$ cat src/rtl/maxmin_arb_if.sv
// Handshake and result bundle between the two sample producers and maxmin_arb.
// master = producer/consumer side, slave = the arbiter.
interface maxmin_arb_if #(
  parameter int W = 16
);
  logic         req0;
  logic         req1;
  logic         vld0;
  logic         vld1;
  logic [W-1:0] din0;
  logic [W-1:0] din1;
  logic         gnt0;
  logic         gnt1;
  logic [W-1:0] max_out;
  logic [W-1:0] min_out;
  logic         owner;
  logic         rdy;
  logic         busy;

  modport master (
    output req0, req1, vld0, vld1, din0, din1,
    input  gnt0, gnt1, max_out, min_out, owner, rdy, busy
  );

  modport slave (
    input  req0, req1, vld0, vld1, din0, din1,
    output gnt0, gnt1, max_out, min_out, owner, rdy, busy
  );
endinterface

$ cat src/rtl/maxmin_arb.sv
// Two-requester round-robin frame scheduler sharing one signed max/min tracker.
// Publishes each completed frame's max/min/owner with a one-cycle rdy pulse.
//
// state | meaning
// IDLE  | no owner; arbitrate pending requests
// RUN   | owner streams samples into the accumulators
// DONE  | single rdy cycle; results were published on entry
module maxmin_arb #(
  parameter int W  = 16,
  parameter int N  = 16,
  parameter int CW = 4
) (
  input logic         clk,
  input logic         rst,
  maxmin_arb_if.slave bus
);

  typedef enum logic [1:0] {
    IDLE = 2'd0,
    RUN  = 2'd1,
    DONE = 2'd2
  } state_t;

  state_t              state, state_nxt;
  logic                cur, cur_nxt;
  logic                last_owner, last_nxt;
  logic                gnt0_nxt, gnt1_nxt;
  logic                pub;
  logic [CW-1:0]       count, count_nxt;
  logic signed [W-1:0] acc_max, acc_min;
  logic signed [W-1:0] acc_max_nxt, acc_min_nxt;
  logic signed [W-1:0] smp;
  logic                own_req, own_vld, pick, final_smp;

  assign own_req   = cur ? bus.req1 : bus.req0;
  assign own_vld   = cur ? bus.vld1 : bus.vld0;
  assign smp       = $signed(cur ? bus.din1 : bus.din0);
  // A tie goes to whoever did not own the datapath last.
  assign pick      = (bus.req0 & bus.req1) ? ~last_owner : bus.req1;
  assign final_smp = (count == CW'(N - 1));

  assign bus.rdy  = (state == DONE);
  assign bus.busy = (state != IDLE);

  always_comb begin
    state_nxt   = state;
    cur_nxt     = cur;
    last_nxt    = last_owner;
    gnt0_nxt    = 1'b0;
    gnt1_nxt    = 1'b0;
    count_nxt   = count;
    acc_max_nxt = acc_max;
    acc_min_nxt = acc_min;
    pub         = 1'b0;
    case (state)
      IDLE: begin
        if (bus.req0 | bus.req1) begin
          state_nxt = RUN;
          cur_nxt   = pick;
          gnt0_nxt  = ~pick;
          gnt1_nxt  = pick;
          count_nxt = '0;
        end
      end
      RUN: begin
        if (!own_req) begin
          // Abort: drop the partial frame but remember who had the turn.
          state_nxt = IDLE;
          last_nxt  = cur;
        end else begin
          gnt0_nxt = bus.gnt0;
          gnt1_nxt = bus.gnt1;
          if (own_vld) begin
            if (count == '0) begin
              acc_max_nxt = smp;
              acc_min_nxt = smp;
            end else begin
              acc_max_nxt = (smp > acc_max) ? smp : acc_max;
              acc_min_nxt = (smp < acc_min) ? smp : acc_min;
            end
            count_nxt = count + CW'(1);
            if (final_smp) begin
              state_nxt = DONE;
              gnt0_nxt  = 1'b0;
              gnt1_nxt  = 1'b0;
              last_nxt  = cur;
              pub       = 1'b1;
            end
          end
        end
      end
      default: state_nxt = IDLE;
    endcase
  end

  always_ff @(posedge clk or posedge rst) begin
    if (rst) begin
      state       <= IDLE;
      cur         <= 1'b0;
      last_owner  <= 1'b1;
      count       <= '0;
      acc_max     <= '0;
      acc_min     <= '0;
      bus.gnt0    <= 1'b0;
      bus.gnt1    <= 1'b0;
      bus.max_out <= '0;
      bus.min_out <= '0;
      bus.owner   <= 1'b0;
    end else begin
      state      <= state_nxt;
      cur        <= cur_nxt;
      last_owner <= last_nxt;
      count      <= count_nxt;
      acc_max    <= acc_max_nxt;
      acc_min    <= acc_min_nxt;
      bus.gnt0   <= gnt0_nxt;
      bus.gnt1   <= gnt1_nxt;
      if (pub) begin
        bus.max_out <= acc_max_nxt;
        bus.min_out <= acc_min_nxt;
        bus.owner   <= cur;
      end
    end
  end

endmodule

$ cat src/flat_wrapper.sv
// flat-port wrapper written by rule: the top's interface ports become plain ports
module maxmin_arb_flat 
#(
  parameter int W  = 16,
  parameter int N  = 16,
  parameter int CW = 4
)
  (clk, rst, bus_req0, bus_req1, bus_vld0, bus_vld1, bus_din0, bus_din1, bus_gnt0, bus_gnt1, bus_max_out, bus_min_out, bus_owner, bus_rdy, bus_busy);
  maxmin_arb_if #(.W(W)) bus_i ();
  input logic clk;
  input logic rst;
  input wire logic [$bits(bus_i.req0)-1:0] bus_req0;
  input wire logic [$bits(bus_i.req1)-1:0] bus_req1;
  input wire logic [$bits(bus_i.vld0)-1:0] bus_vld0;
  input wire logic [$bits(bus_i.vld1)-1:0] bus_vld1;
  input wire logic [$bits(bus_i.din0)-1:0] bus_din0;
  input wire logic [$bits(bus_i.din1)-1:0] bus_din1;
  output wire logic [$bits(bus_i.gnt0)-1:0] bus_gnt0;
  output wire logic [$bits(bus_i.gnt1)-1:0] bus_gnt1;
  output wire logic [$bits(bus_i.max_out)-1:0] bus_max_out;
  output wire logic [$bits(bus_i.min_out)-1:0] bus_min_out;
  output wire logic [$bits(bus_i.owner)-1:0] bus_owner;
  output wire logic [$bits(bus_i.rdy)-1:0] bus_rdy;
  output wire logic [$bits(bus_i.busy)-1:0] bus_busy;
  assign bus_i.req0 = bus_req0;
  assign bus_i.req1 = bus_req1;
  assign bus_i.vld0 = bus_vld0;
  assign bus_i.vld1 = bus_vld1;
  assign bus_i.din0 = bus_din0;
  assign bus_i.din1 = bus_din1;
  assign bus_gnt0 = bus_i.gnt0;
  assign bus_gnt1 = bus_i.gnt1;
  assign bus_max_out = bus_i.max_out;
  assign bus_min_out = bus_i.min_out;
  assign bus_owner = bus_i.owner;
  assign bus_rdy = bus_i.rdy;
  assign bus_busy = bus_i.busy;
  maxmin_arb #(.W(W), .N(N), .CW(CW)) u_core (.clk(clk), .rst(rst), .bus(bus_i));
endmodule
$ cat config.mk
export PLATFORM = sky130hd
export DESIGN_NAME = maxmin_arb_flat
export DESIGN_NICKNAME = d
export VERILOG_FILES = /design/src/rtl/maxmin_arb_if.sv /design/src/rtl/maxmin_arb.sv /design/src/flat_wrapper.sv
export SDC_FILE = /design/constraint.sdc
export NUM_CORES = 1
export LEC_CHECK = 0
export BUFFER_PORTS_ARGS = -buffer_cell sky130_fd_sc_hd__buf_2
export CAP_MARGIN = 20
export CORE_MARGIN = 8
export CORE_UTILIZATION = 23
export CTS_CLUSTER_DIAMETER = 50
export DETAILED_ROUTE_END_ITERATION = 12
export PLACE_DENSITY = 0.48
export REMOVE_ABC_BUFFERS = 1
export SYNTH_ARGS = -nofsm -noshare
export SYNTH_HDL_FRONTEND = slang
export SYNTH_SLANG_ARGS = --single-unit
$ cat constraint.sdc
create_clock -name clk -period 4.1 [get_ports clk]
set_input_delay 0 -clock clk [delete_from_list [all_inputs] [get_ports clk]]
set_output_delay 0 -clock clk [all_outputs]
set_load 0.02 [all_outputs]
==> summary.md, run 1 <==
| Metric | Value |
|---|---|
| Peak VDD IR | 0.0002830 V |
| GP Congestion | 0.7521 |
| First-pass GRT wire length | 21.49 mm |
| Core Region | 0.01877 sq mm |
| H-tree levels | 3 |
| Number of synthesized flops with an enable pin | 0 |
| CP Capture Type | flip-flop |
| Gr ovfl total | 0 |
| Io pins | 75 |
| Initial Utilization | 0.2355 |
| Largest net degree at the start of global routing | 47 |
| Synth warn | 0 |
| CTS Buffer Depth | 2 |
| Count of different cell masters after synthesis | 48 |
| Initial DRC count | 190 |
| Synth area leaders | dfrtp_1, ha_1, mux2_2, nand2_1, nand3_1 |
| Sink Count | 75 |
| Die Area | 0.02391 sq mm |
| Final period util | 0.9109 |
| Critical Path Start Type | flip-flop |
| Area growth, synth to finish | 22.03% |
| Share of synthesized flip-flops with an asynchronous set or reset | 1.000 |
| Slew @ Worst Pin | 0.8409 ns |
| CP required | 4.27 ns |
| Worst-path maximum fanout | 16 |
| Worst-path clk slew | 0.06 ns |
| Count leader, synth | dfrtp_1 |
| Final setup violation count | 0 |
| Met1 Wirelength | 6.325 mm |
| Final hold viol count | 0 |
| Synthesized area per cell | 9.755 sq um |
| PostCTS Resize Cnt | 0 |
| Fin util | 0.2873 |
| Main synth FF type | dfrtp_1 |
| Post-DP HPWL | 9.408 mm |
| Arr. time, crit path | 3.90 ns |
| RSZ-0062 raised after global routing | false |
| Slowest-stage cell, CP | dfrtp_1 |
| Tmin final | 3.735 ns |
| Max-slew headroom | 0.4386 |
| Antenna diodes | 0 |
| Post-synth top area cell | dfrtp_1 |
| Num CTS Buffers | 9 |
| Ratio of cells with drive above 1 in the final layout | 0.2683 |
| # hold bufs at CTS | 3 |
| Crit path max-delay family | simple AND/OR/NAND/NOR gates |
| Vias in the first global route | 3931 |
| Fmax | 267.8 MHz |
| Gate Count Post-Synth | 453 |
| Wire length on met3 | 511 microns |
| Post-CTS setup buffers | 0 |
| Wire length on met2 | 6.040 mm |
| Reg2reg start | u_core.cur |
| Max incr delay on CP | 0.77 ns |
| Vias post-DR | 3630 |
| Clock Latency Late Sink | 0.33 ns |
| Status | finished, final reports clean |
| Pwr dens | 628.9 mW/mm^2 |
| Leakage | 2.587 nW |
| Final ANT Viol Nets | 0 |
| PnR worst setup slack | 0.3653 ns |
| Post-synth top cells | dfrtp_1, nand2_1, inv_1 |
| Fin nets | 600 |
| Worst Hold Launch | bus_din0[8] |
| TNS Setup | 0 ns |
| Placed insts | 749 |
| Initial antenna violation count | 0 |
| CP Cell Sequence | buf_4 > mux2_2 > ha_1 > and4_1 > nand4_1 > o21ai_1 > o31a_1 > and2_1 > o211ai_1 |
| Area after DPL | 0.005067 sq mm |
| Gr usage total | 0.1131 |
| Die height | 154.6 microns |
| Wire per inst | 17.06 microns |
| DRC viols | 0 |
| I/O Buffers | 74 |
| Critical path buffer and inverter count | 1 |
| Max-Cap Viols | 0 |
| Pins Over Slew Limit | 0 |
| Setup Skew | 0.009286 ns |
| Fin cells | 767 |
| Synth top area share | 0.4190 |
| Die Span X | 154.6 microns |
| Routed WL | 13.09 mm |
| Mapped Area | 0.004419 sq mm |
| Yosys reg bits | 75 |
| DR top layer | met4 |
| Worst setup path class | flip-flop to flip-flop |
| First-pass DRT Iterations | 4 |
| Row count | 50 |
| CTS tree | yes |
| Seq/Total Area, Yosys | 0.4250 |
| Vias per std cell | 4.733 |
| Hold crit path type | input pin to flip-flop |
| CTS root buffer | clkbuf_16 |
| Start point of the critical path | u_core.cur |
| Design Area, Final | 0.005393 sq mm |
| Post-place setup slack | 0.2868 ns |
sequential cells by signal, indices dropped and copies added (netlist names):
register            flops
u_core.bus.owner        1
u_core.bus.gnt0         1
u_core.acc_max         16
u_core.bus.max_out     16
u_core.bus.gnt1         1
u_core.cur              1
u_core.acc_min         16
u_core.bus.min_out     16
u_core.count            4
u_core.state            2
u_core.last_owner       1
metal layers:
metal | track usage | up-vias
li1 | - | 1775
met1 | 0.1485 | 1771
met2 | 0.1809 | 69
met3 | 0.02452 | 15
met4 | 0.03733 | 0
met5 | 0 | -
where the power goes:
group / leakage, nW / internal, mW / total, mW / switching (mW)
Clock: 0.146 / 0.501 / 0.801 / 0.300
Combinational: 1.47 / 0.671 / 1.50 / 0.825
Sequential: 0.972 / 0.945 / 1.10 / 0.150
Total: 2.59 / 2.12 / 3.39 / 1.27
cells in the final DEF (no fill, tap or decap), types with 2 or more instances in the layout:
cell,Yosys,layout
ha_1,33,33
buf_2,4,74
nand2_1,55,55
o21a_1,4,4
and4_1,3,3
inv_1,41,40
nand3b_1,2,2
clkbuf_1,16,2
nand3_1,36,36
a32o_1,2,2
o21ba_2,2,2
nand4_1,8,8
a31oi_1,2,2
mux2_4,9,9
dfrtp_1,74,74
and2_1,13,13
o211ai_1,17,17
mux2i_1,2,2
nor2b_1,2,2
a221o_1,9,9
nor2_1,6,6
clkbuf_16,0,9
o311ai_0,3,3
a21o_1,10,10
o21ai_0,25,25
dlygate4sd3_1,0,3
a21oi_1,13,13
mux2_2,22,22
o41ai_1,2,2
a211oi_1,9,9
clkbuf_8,0,2
and3_1,2,2
nand2b_1,3,3
buf_4,0,15
final cells by class:
class	count	area, sq um
clock buffers	13	260.3
flip-flops and latches	75	1878
fillers	1988	13380
repair buffers	92	513.0
well taps	234	292.8
multi-input cells	310	2260
inverters	41	153.9
clock inverters	2	35.03
final timing paths:
path	to	slack [ns]	cells past startpoint
max in group asynchronous	u_core.last_owner	2.64	4
hold reg to reg	u_core.bus.max_out[9]	0.49	2
setup reg to reg	u_core.bus.max_out[15]	0.37	9
hold / removal	u_core.acc_max[8]	0.11	3
setup / recovery	u_core.bus.max_out[15]	0.37	9
min in group asynchronous	u_core.bus.max_out[14]	0.41	3
through the flow:
step	hold WS (ns)	total power, mW
after global placement	0.2228	2.574
final	0.1076	3.391
after CTS	0.09141	3.427
after floorplan	0.09702	2.131
after detailed placement	0.2241	2.605
after global routing	0.1188	3.668
cell families after synthesis:
kind of cell,synth area share
DFF,0.4250
buffers and inverters,0.06569
muxes,0.09117
xor gates and xnor gates,0.001982
adders and majority gates,0.09343
AOI/OAI and AO/OA,0.1744
and+or+nand+nor,0.1484
worst register-to-register path: cells and delay by family, from the launching register on:
| kind | cells | cell delay, ns |
|---|---|---|
| AOI/OAI and AO/OA | 3 | 0.78 |
| adders and majority gates | 1 | 0.32 |
| buffers and inverters | 1 | 0.27 |
| DFF | 1 | 0.77 |
| muxes | 1 | 0.39 |
| and+or+nand+nor | 3 | 1.05 |
No activity file was read; power rests on OpenSTA's default activity.
==> run 2, diff against run 1 <==
- CORE_ASPECT_RATIO: unset -> 1.25
==> summary.md, run 2 (synthesized netlist as in run 1, its figures left out) <==
| Metric | Value |
|---|---|
| Status | finished, final reports clean |
| Final setup violation count | 0 |
| Peak VDD IR | 0.0002398 V |
| GP Congestion | 0.8214 |
| Gr usage total | 0.1132 |
| Wire per inst | 17.15 microns |
| Worst setup path class | flip-flop to flip-flop |
| RSZ-0062 raised after global routing | false |
| CP Cell Sequence | buf_12 > mux2_2 > ha_1 > a21o_1 > a21o_1 > a211o_1 > o21a_1 > nor3_2 > buf_4 > o311ai_0 |
| Clock Latency Late Sink | 0.35 ns |
| Pins Over Slew Limit | 0 |
| H-tree levels | 3 |
| Vias per std cell | 4.859 |
| Setup Skew | 0.007346 ns |
| Fin cells | 766 |
| Initial Utilization | 0.2353 |
| Slew @ Worst Pin | 1.077 ns |
| Final hold viol count | 0 |
| Fmax | 265.0 MHz |
| TNS Setup | 0 ns |
| First-pass GRT wire length | 21.07 mm |
| Switching pwr | 1.325 mW |
| Largest net degree at the start of global routing | 76 |
| PnR worst setup slack | 0.3263 ns |
| Max-slew headroom | 0.2784 |
| Die Span X | 140.0 microns |
| Die height | 171.0 microns |
| Crit-path most repeated cell | a21o_1 |
| Max-Cap Viols | 0 |
| Gr ovfl total | 0 |
| Worst-path clk slew | 0.06 ns |
| Hold crit path type | input pin to flip-flop |
| Row count | 56 |
| Tmin final | 3.774 ns |
| First-pass DRT Iterations | 6 |
| Placed insts | 746 |
| Ratio of cells with drive above 1 in the final layout | 0.2715 |
| Leakage | 2.590 nW |
| Power share of the clock group | 0.225 |
| Slowest-stage cell, CP | nor3_2 |
| Post-place setup slack | 0.3042 ns |
| Tot Pwr | 3.394 mW |
| Pwr dens | 627.5 mW/mm^2 |
| Die Area | 0.02393 sq mm |
| Area after DPL | 0.005070 sq mm |
| Critical Path Start Type | flip-flop |
| CP required | 4.30 ns |
| Io pins | 75 |
| Final ANT Viol Nets | 0 |
| CTS root buffer | clkbuf_16 |
| Arr. time, crit path | 3.97 ns |
| Worst-path maximum fanout | 19 |
| Vias in the first global route | 3865 |
| CTS tree | yes |
| Comb pwr share | 0.456 |
| Routed WL | 13.14 mm |
| Initial DRC count | 166 |
| Design Area, Final | 0.005409 sq mm |
| Critical path buffer and inverter count | 2 |
| Num CTS Buffers | 9 |
| Antenna diodes | 0 |
| Fin nets | 600 |
| Vias post-DR | 3722 |
| DRC viols | 0 |
| I/O Buffers | 74 |
| Int Pwr | 2.069 mW |
| Area growth, synth to finish | 22.40% |
| Crit path max-delay family | compound AO/OA/AOI/OAI gates |
| CP Capture Type | flip-flop |
| Core Region | 0.01878 sq mm |
| Initial antenna violation count | 0 |
| Post-DP HPWL | 9.358 mm |
| Sink Count | 75 |
| Post-CTS setup buffers | 0 |
| CTS Buffer Depth | 2 |
| Max incr delay on CP | 0.88 ns |
| Final period util | 0.9204 |
| Sw Ratio | 0.3903 |
| Commonest cells after routing, fill and taps aside | buf_2, dfrtp_1, nand2_1 |
| Sequential cell fraction of total power | 0.318 |
## run 2: changes by cell type in the layout (fill, tap and decap cells not counted)
cell        before  now
buf_12           0    1
buf_16           0    1
buf_4           15   13
bufinv_16        1    0
clkbuf_1         2    1
clkinv_2         1    2
clkinvlp_4       0    2
## run 2: path summary, 6_finish.rpt
| path | startpoint | to | slack [ns] | depth (start not counted) |
|---|---|---|---|---|
| min reg2reg | u_core.bus.min_out[6] | u_core.bus.min_out[6] | 0.49 | 2 |
| max reg2reg | u_core.cur | u_core.bus.min_out[3] | 0.33 | 10 |
| min | bus_din0[9] | u_core.acc_max[9] | 0.09 | 3 |
| min in group asynchronous | rst | u_core.bus.max_out[10] | 0.28 | 4 |
| max in group asynchronous | rst | u_core.bus.owner | 3.22 | 5 |
| max | u_core.cur | u_core.bus.min_out[3] | 0.33 | 10 |
## run 2: final cells by class
type	instances	area (sq um)
clock buffers	12	256.5
clock inverters	4	25.02
fillers	2018	13370
inverters	41	153.9
multi-input cells	310	2260
flip-flops and latches	75	1878
well taps	232	290.3
repair buffers	92	545.5
## run 2: repair_timing
item                                   4_1_cts  5_1_grt
resized for setup                            0        0
endpoints found under the hold margin        3       27
hold buffers                                 2        1
## run 2: power by group through the flow
| stage | Clock [mW] | Combinational [mW] | Sequential (mW) |
|---|---|---|---|
| after floorplan | 0 | 1.05 | 1.08 |
| after global placement | 0 | 1.52 | 1.08 |
| after detailed placement | 0 | 1.54 | 1.09 |
| after CTS | 0.790 | 1.56 | 1.08 |
| after global routing | 0.818 | 1.73 | 1.11 |
| final | 0.765 | 1.55 | 1.08 |
## run 2: per-layer routing
layer | track usage | wire length [microns] | vias to the layer above
li1 | - | - | 1782
met1 | 0.1391 | 5827 | 1833
met2 | 0.1869 | 6418 | 93
met3 | 0.02649 | 637 | 14
met4 | 0.04920 | 252 | 0
met5 | 0 | 0 | -
## run 2: worst register-to-register path: stages, from the launching register on
cell      delay [ns]
dfrtp_1         0.52
buf_12          0.22
mux2_2          0.41
ha_1            0.22
a21o_1          0.18
a21o_1          0.17
a211o_1         0.31
o21a_1          0.21
nor3_2          0.88
buf_4           0.36
o311ai_0        0.16
## run 2: through the flow
stage / util / hold slack, ns
2_1_floorplan: - / 0.09702
3_3_place_gp: 0.2700 / 0.3340
3_5_place_dp: 0.2700 / 0.3262
4_1_cts: 0.2860 / 0.01856
5_1_grt: 0.2880 / 0.1078
6_report: 0.2880 / 0.09325
==> run 3, diff against run 2 <==
- CORE_UTILIZATION: 23 -> 35
- PLACE_DENSITY: 0.48 -> 0.63
==> summary.md, run 3 (synthesized netlist as in run 1, its figures left out) <==
| Metric | Value |
|---|---|
| Hold Crit Depth | 3 |
| DRC viols | 0 |
| Post-place setup slack | 0.5092 ns |
| CTS Buffer Depth | 2 |
| Int Pwr | 2.109 mW |
| Commonest cells after routing, fill and taps aside | buf_2, dfrtp_1, nand2_1 |
| GRT met1 Usage | 0.1865 |
| Hold crit path type | input pin to flip-flop |
| Final period util | 0.8821 |
| Leakage | 2.591 nW |
| Core Region | 0.01249 sq mm |
| Post-CTS setup buffers | 0 |
| Pwr dens | 631.4 mW/mm^2 |
| I/O Buffers | 74 |
| Vias per std cell | 5.129 |
| Initial antenna violation count | 0 |
| Row count | 46 |
| Power share of the clock group | 0.236 |
| First-pass DRT Iterations | 6 |
| Arr. time, crit path | 3.83 ns |
| TNS Setup | 0 ns |
| Comb pwr share | 0.439 |
| Max-Cap Viols | 0 |
| RSZ-0062 raised after global routing | false |
| Reg-to-Reg End | u_core.bus.max_out[4] |
| GP Congestion | 0.8552 |
| Gr ovfl total | 0 |
| Worst-path maximum fanout | 17 |
| Tmin final | 3.617 ns |
| Max-slew headroom | 0.4552 |
| Area growth, synth to finish | 20.64% |
| Ratio of cells with drive above 1 in the final layout | 0.2710 |
| Vias in the first global route | 3814 |
| Design Area, Final | 0.005331 sq mm |
| Worst setup path class | flip-flop to flip-flop |
| Antenna diodes | 0 |
| Die Area | 0.01650 sq mm |
| CP Capture Type | flip-flop |
| Final hold viol count | 0 |
| Sequential cell fraction of total power | 0.325 |
| H-tree levels | 3 |
| Final setup violation count | 0 |
| Num CTS Buffers | 9 |
| Gr usage total | 0.1506 |
| Slew @ Worst Pin | 0.8160 ns |
| Start point of the critical path | u_core.cur |
| Largest net degree at the start of global routing | 47 |
| Initial Utilization | 0.3538 |
| CTS root buffer | clkbuf_16 |
| Io pins | 75 |
| Fin nets | 601 |
| CP required | 4.32 ns |
| Global-route track usage on met2 | 0.2448 |
| Final ANT Viol Nets | 0 |
| Pins Over Slew Limit | 0 |
| Area after DPL | 0.005005 sq mm |
| Clock Latency Late Sink | 0.34 ns |
| CTS tree | yes |
| Die height | 141.6 microns |
| Global routing's busiest layer | met2 |
| Final hold slack | 0.1092 ns |
| Routed WL | 11.65 mm |
| FF-to-FF path depth | 11 |
| FF-to-FF setup slack | 0.48 ns |
| Critical Path Start Type | flip-flop |
| Tot Pwr | 3.366 mW |
| First-pass GRT wire length | 19.39 mm |
| Wire per inst | 16.57 microns |
| Peak VDD IR | 0.0003147 V |
| Fillers | 1239 |
| Die Span X | 116.5 microns |
| PostCTS Resize Cnt | 0 |
| PnR worst setup slack | 0.4833 ns |
| Initial DRC count | 176 |
| Fmax | 276.5 MHz |
| Post-DP HPWL | 8.345 mm |
| Worst-path clk slew | 0.06 ns |
| M3 GR Usage | 0.03786 |
| Sink Count | 75 |
| CP endpoint | u_core.bus.max_out[4] |
| Reg2reg start | u_core.cur |
| Setup Skew | 0.004331 ns |
| Switching pwr | 1.258 mW |
| Status | finished, final reports clean |
| Vias post-DR | 3606 |
| Sw Ratio | 0.3736 |
[run 3: cell types whose count changed in the layout (fill, tap and decap cells not counted), sizes merged]
cell / change
buf: +1
bufinv: +1
clkinv: -1
[run 3: what timing repair did]
action	CTS	global route
hold endpoints to repair	40	0
hold buffers	3	0
endpoints found under the setup margin	0	0
[run 3: power by group through the flow]
stage	registers, mW	clock network [mW]	logic, mW
floorplan	1.08	0	1.05
global placement	1.10	0	1.44
detailed placement	1.10	0	1.48
CTS	1.09	0.812	1.49
global route	1.12	0.842	1.66
finish	1.09	0.796	1.48
[run 3: metal layers]
| layer | share of wire | wire length, microns |
|---|---|---|
| met5 | 0 | 0 |
| met4 | 0.018 | 205 |
| met3 | 0.069 | 798 |
| met2 | 0.47 | 5506 |
| met1 | 0.44 | 5137 |
[run 3: worst max-delay path: stages (launching register included)]
cell	delay (ns)
dfrtp_1	0.79
buf_4	0.30
mux2_2	0.41
ha_1	0.32
and4_1	0.22
nand4_1	0.11
o21ai_1	0.10
o31a_1	0.32
buf_4	0.21
and2_1	0.19
buf_4	0.19
a221o_1	0.33
[run 3: worst min path at each step]
stage | from | endpoint | slack [ns]
after detailed placement | rst | u_core.bus.min_out[10] | 0.22
after CTS | bus_din1[9] | u_core.acc_max[9] | 0.1
after global placement | rst | u_core.bus.min_out[10] | 0.21
after global routing | bus_din1[8] | u_core.acc_max[8] | 0.11
after floorplan | bus_req0 | u_core.cur | 0.1
final | bus_din1[9] | u_core.acc_max[9] | 0.11
[run 3: area by class of cell]
class / count / area (sq um) / area share
flip-flops and latches: 75 / 1878 / 0.3523
clock buffers: 12 / 246.5 / 0.04623
inverters: 41 / 153.9 / 0.02887
repair buffers: 93 / 533.0 / 0.09998
multi-input cells: 310 / 2260 / 0.4238
clock inverters: 4 / 50.05 / 0.009387
well taps: 168 / 210.2 / 0.03943
[run 3: stage by stage]
step,instances,util
floorplan,426,-
global placement,684,0.4007
detailed placement,684,0.4007
finish,703,0.4269
global route,703,0.4269
CTS,703,0.4269
